$ cat src/rtl/mem_access_ctrl.sv
// rtl/mem_access_ctrl.sv - multi-cycle byte/halfword/word load/store initiator with sub-word RMW
module mem_access_ctrl #(
  parameter int ADDR_W = 32
) (
  input  logic              clk,
  input  logic              rst,
  input  logic              req,
  input  logic [2:0]        op,
  input  logic [ADDR_W-1:0] addr,
  input  logic [31:0]       wdata,
  output logic              busy,
  output logic              done,
  output logic [31:0]       rdata,
  output logic              addr_err,
  output logic              mem_ce,
  output logic              mem_we,
  output logic [ADDR_W-1:0] mem_addr,
  output logic [31:0]       mem_wdata,
  input  logic [31:0]       mem_rdata
);

  localparam logic [1:0] S_IDLE = 2'd0;
  localparam logic [1:0] S_RD   = 2'd1;
  localparam logic [1:0] S_WR   = 2'd2;
  localparam logic [1:0] S_RESP = 2'd3;

  localparam logic [2:0] OP_LW  = 3'd0;
  localparam logic [2:0] OP_LH  = 3'd1;
  localparam logic [2:0] OP_LHU = 3'd2;
  localparam logic [2:0] OP_LB  = 3'd3;
  localparam logic [2:0] OP_LBU = 3'd4;
  localparam logic [2:0] OP_SW  = 3'd5;
  localparam logic [2:0] OP_SH  = 3'd6;
  localparam logic [2:0] OP_SB  = 3'd7;

  logic [1:0]        state;
  logic [2:0]        op_q;
  logic [ADDR_W-1:0] addr_q;
  logic [31:0]       wdata_q;
  logic [31:0]       word_q;

  // Word accesses need addr[1:0]==0, halfword accesses need addr[0]==0.
  function automatic logic is_misaligned(input logic [2:0] o, input logic [1:0] a);
    logic m;
    m = 1'b0;
    case (o)
      OP_LW, OP_SW:          m = (a != 2'b00);
      OP_LH, OP_LHU, OP_SH:  m = a[0];
      default:               m = 1'b0;
    endcase
    return m;
  endfunction

  function automatic logic is_load(input logic [2:0] o);
    return (o <= OP_LBU);
  endfunction

  // Select the addressed lane of a memory word and sign/zero extend it.
  function automatic logic [31:0] extend_lane(input logic [2:0] o, input logic [31:0] w,
                                              input logic [1:0] a);
    logic [15:0] h;
    logic [7:0]  b;
    logic [31:0] r;
    h = a[1] ? w[31:16] : w[15:0];
    case (a)
      2'd0:    b = w[7:0];
      2'd1:    b = w[15:8];
      2'd2:    b = w[23:16];
      default: b = w[31:24];
    endcase
    case (o)
      OP_LH:   r = {{16{h[15]}}, h};
      OP_LHU:  r = {16'h0000, h};
      OP_LB:   r = {{24{b[7]}}, b};
      OP_LBU:  r = {24'h000000, b};
      default: r = w;
    endcase
    return r;
  endfunction

  // Replace the addressed halfword/byte lane of the latched word with store data.
  function automatic logic [31:0] merge_lane(input logic [2:0] o, input logic [31:0] w,
                                             input logic [31:0] d, input logic [1:0] a);
    logic [31:0] m;
    m = w;
    if (o == OP_SH) begin
      if (a[1]) m[31:16] = d[15:0];
      else      m[15:0]  = d[15:0];
    end else begin
      case (a)
        2'd0:    m[7:0]   = d[7:0];
        2'd1:    m[15:8]  = d[7:0];
        2'd2:    m[23:16] = d[7:0];
        default: m[31:24] = d[7:0];
      endcase
    end
    return m;
  endfunction

  // Sequencer: capture the request, walk RD/WR as needed, then report in RESP.
  always_ff @(posedge clk) begin
    if (rst) begin
      state    <= S_IDLE;
      op_q     <= 3'd0;
      addr_q   <= '0;
      wdata_q  <= 32'd0;
      word_q   <= 32'd0;
      rdata    <= 32'd0;
      addr_err <= 1'b0;
    end else begin
      case (state)
        S_IDLE: begin
          if (req) begin
            op_q    <= op;
            addr_q  <= addr;
            wdata_q <= wdata;
            if (is_misaligned(op, addr[1:0])) begin
              addr_err <= 1'b1;
              state    <= S_RESP;
            end else if (op == OP_SW) begin
              state <= S_WR;
            end else begin
              state <= S_RD;
            end
          end
        end
        S_RD: begin
          word_q <= mem_rdata;
          if (is_load(op_q)) begin
            rdata    <= extend_lane(op_q, mem_rdata, addr_q[1:0]);
            addr_err <= 1'b0;
            state    <= S_RESP;
          end else begin
            state <= S_WR;
          end
        end
        S_WR: begin
          addr_err <= 1'b0;
          state    <= S_RESP;
        end
        default: begin
          state <= S_IDLE;
        end
      endcase
    end
  end

  // Memory-side and status outputs decode only state and captured registers.
  always_comb begin
    busy      = (state != S_IDLE);
    done      = (state == S_RESP);
    mem_ce    = 1'b0;
    mem_we    = 1'b0;
    mem_addr  = '0;
    mem_wdata = 32'd0;
    if (!rst && (state == S_RD || state == S_WR)) begin
      mem_ce   = 1'b1;
      mem_addr = {addr_q[ADDR_W-1:2], 2'b00};
      if (state == S_WR) begin
        mem_we    = 1'b1;
        mem_wdata = (op_q == OP_SW) ? wdata_q : merge_lane(op_q, word_q, wdata_q, addr_q[1:0]);
      end
    end
  end

endmodule

$ cat config.mk
export PLATFORM = sky130hd
export DESIGN_NAME = mem_access_ctrl
export DESIGN_NICKNAME = d
export VERILOG_FILES = /design/src/rtl/mem_access_ctrl.sv
export SDC_FILE = /design/constraint.sdc
export NUM_CORES = 1
export LEC_CHECK = 0
export ABC_CLOCK_PERIOD_IN_PS = 2000
export CORE_ASPECT_RATIO = 1.4
export CORE_MARGIN = 2
export CORE_UTILIZATION = 35
export DETAILED_ROUTE_END_ITERATION = 6
export GPL_ROUTABILITY_DRIVEN = 0
export PLACE_DENSITY = 0.67
export RECOVER_POWER = 25
export SETUP_SLACK_MARGIN = 0.5
export SYNTH_ARGS = -nofsm -noshare
export SYNTH_HDL_FRONTEND = slang
export SYNTH_SLANG_ARGS = --single-unit
$ cat constraint.sdc
create_clock -name clk -period 2 [get_ports clk]
set_clock_uncertainty 0.05 [all_clocks]
set_input_delay 0.4 -clock clk [delete_from_list [all_inputs] [get_ports clk]]
set_output_delay 0.4 -clock clk [all_outputs]
set_load 0.01 [all_outputs]
==> results.md <==
- Syn Std Cell Area: 0.00663 sq mm
- CP Class: reg -> out
- P_leak: 4.65 nW
- Avg Synthesized Cell Area: 8.39 sq um
- Avg WL per Cell: 20.7 um
- Cts hold-fix bufs: 0
- Initial antenna violation count: 0
- Main flop type after synthesis: dfxtp_1
- Rows: 59
- Max-cap viol count: 0
- Worst hold path type: reg -> reg
- Synthesized flop and latch total: 134
- CTS Buffer Depth: 2
- DR pass1 iterations: 5
- Largest net degree at the start of global routing: 71
- Final slew viol count: 0
- Root buffer cell: clkbuf_16
- Final hold violations: 0
- Slew @ Worst Pin: 658 ps
- Setup violators final: 64
- CP startpoint kind: flip-flop
- Fill cell count: 1,510
- CP Capture Type: output pin
- R2R Path Start: op_q[1]
- Fmax achieved: 0.400 GHz
- Min Tclk post-route: 2500 ps
- DRC viols: 0
- Worst skew pair latency: 420 ps
- Vias in the first global route: 6,933
- Final design utilization: 0.634
- Vias per inst: 5.31
- Initial DRC Count: 456
- Final worst setup slack: -499 ps
- Outcome: finished, violations left
- Synth warnings: 0
- CTS sink cnt: 134
- Top cells by area, synth: dfxtp_1, nand2_1, mux2i_1
- Die X: 120 um
- Hold Path Stages: 2
- FF-to-FF End: rdata[2]
- CTS tree: built
- Fin crit share: 1.25
- Slew HR: 0.561
- Total I/O pin count: 203
- Hold EP: addr_q[5]
- Netlist cell types: 52
- R2r setup slk: 70 ps
- Grt ovf: 0
- Pwr dens: 1250 mW/mm^2
- Diodes inserted: 0
- DPL Wire Length: 16,100 um
- Worst vdd ir: 687 uV
- Synth top area share: 0.405
- Final net count: 1,200
- HP Start: addr_q[5]
- Total track usage: 0.244
- Hold Slack: 400 ps
- R2R depth: 7
- Ys async rst share: 0
- Vias: 7,179
- Initial Util: 0.356
- Post-Synthesis Cells: 790
- DIE AREA: 0.0201 sq mm
- Overall power: 0.0148 W
- Cts bufs inserted: 17
- Post-place setup slack: -423 ps
- Number of flops mapped to enable cells by yosys: 0
- H-tree level count: 4
- Sequential fraction of the synthesis area: 0.405
- RSZ-0062 raised after global routing: yes
- Post-synth top cells: nand2_1, dfxtp_1, a21oi_1, nor2_1, mux2i_1
- Synth area leader: dfxtp_1
- IO Port Bufs: 200
- Core area: 0.0186 sq mm
- Top-count cell post-synth: nand2_1
- Worst-path clk slew: 70 ps
- Layout cells sized above 1: 0.444
- Violations in the final reports: negative setup slack
- First-pass GRT wire length: 38,000 um
- CP arrival: 2050 ps
- Area Growth Syn to Fin: 77.9%
- Worst Path Required: 1550 ps
- Crit-path max FO: 6
- Routed Antenna Nets: 0
- Die H: 167 um
- Routed wire length: 28,000 um
-- cells by family (layout without fill, tap and decap cells) --
| logic type | after synthesis | count (layout) | share of synthesized area |
|---|---|---|---|
| other | 1 | 2 | 0.000566 |
| and+or+nand+nor | 316 | 317 | 0.206 |
| muxes | 55 | 55 | 0.104 |
| xor gates and xnor gates | 2 | 2 | 0.00491 |
| AOI/OAI and AO/OA | 208 | 208 | 0.216 |
| adders and majority gates | 5 | 5 | 0.00925 |
| buffers and inverters | 69 | 384 | 0.0542 |
| DFF | 134 | 134 | 0.405 |
-- stage by stage --
| stage | TNS, ps | cells | area [sq um] |
|---|---|---|---|
| 6_report | -26560 | 1351 | 11800 |
| 5_1_grt | -30460 | 1351 | 11800 |
| 4_1_cts | -26150 | 1328 | 11000 |
| 3_5_place_dp | -39890 | 1248 | 9440 |
| 3_3_place_gp | -38270 | 1248 | 9440 |
| 2_1_floorplan | 0 | 791 | 6800 |
-- placed cells by master (no fill, tap or decap), types with 13 or more instances in the layout --
cell	instances
a211oi_2	31
a21oi_1	54
a21oi_2	28
and2_1	19
and2_4	14
buf_12	25
buf_2	42
buf_4	77
buf_6	49
clkbuf_16	22
clkbuf_2	16
clkdlybuf4s50_1	99
dfxtp_1	122
mux2i_1	41
nand2_1	144
nand2_2	16
nand2_4	14
nand3_1	13
nor2_1	44
nor2_4	27
o21ai_2	14
-- worst max-delay path, cell delays in order, from the launching register on --
cell and delay (ps):
dfxtp_4 380, inv_4 40, ha_4 250, nand3b_1 160
inv_2 110, buf_6 140, buf_16 120, o221a_4 160
o21a_1 120, buf_2 130
-- sequential cells by signal, summed over array words and instances (netlist names) --
register  cells
rdata        32
addr_q       32
wdata_q      32
op_q          3
state         2
addr_err      1
word_q       32
-- metal layers --
layer | vias to the layer above | global-route usage | share of wire
met5 | - | 0 | 0
met4 | 0 | 0.127 | 0.050
met3 | 87 | 0.0524 | 0.049
met2 | 287 | 0.424 | 0.52
met1 | 3439 | 0.279 | 0.38
li1 | 3366 | - | -
-- cell type report --
type,instances,area (sq um),share of cell area
repair buffers,347,3560,0.302
well taps,244,305,0.0259
clock inverters,15,208,0.0176
clock buffers,17,425,0.0361
flip-flops and latches,134,2710,0.230
inverters,5,23.8,0.00202
multi-input cells,589,4560,0.387
-- timing repair --
| item | CTS | global route |
|---|---|---|
| setup endpoints to repair | 179 | 225 |
| gates resized for setup | 468 | 189 |
| cloned | 10 | 10 |
| pin swaps | 32 | 54 |
| setup buffers | 38 | 13 |
-- power by group --
group          leakage (nW)  internal (W)  switching [W]  total, W
combinational          3.24       0.00380        0.00363   0.00743
sequential             1.10       0.00334       0.000587   0.00392
clock                 0.310       0.00202        0.00139   0.00342
total                  4.65       0.00916        0.00561    0.0148
-- worst max-delay path by stage --
stage,endpoint,depth (start not counted),start
after floorplan,mem_wdata[13],7,state[1]
after global placement,mem_wdata[12],8,state[1]
after detailed placement,mem_wdata[12],8,state[1]
after CTS,mem_wdata[12],9,state[1]
after global routing,mem_wdata[8],9,state[1]
final,mem_wdata[8],9,state[1]
Power figures use the tool's default switching activity.
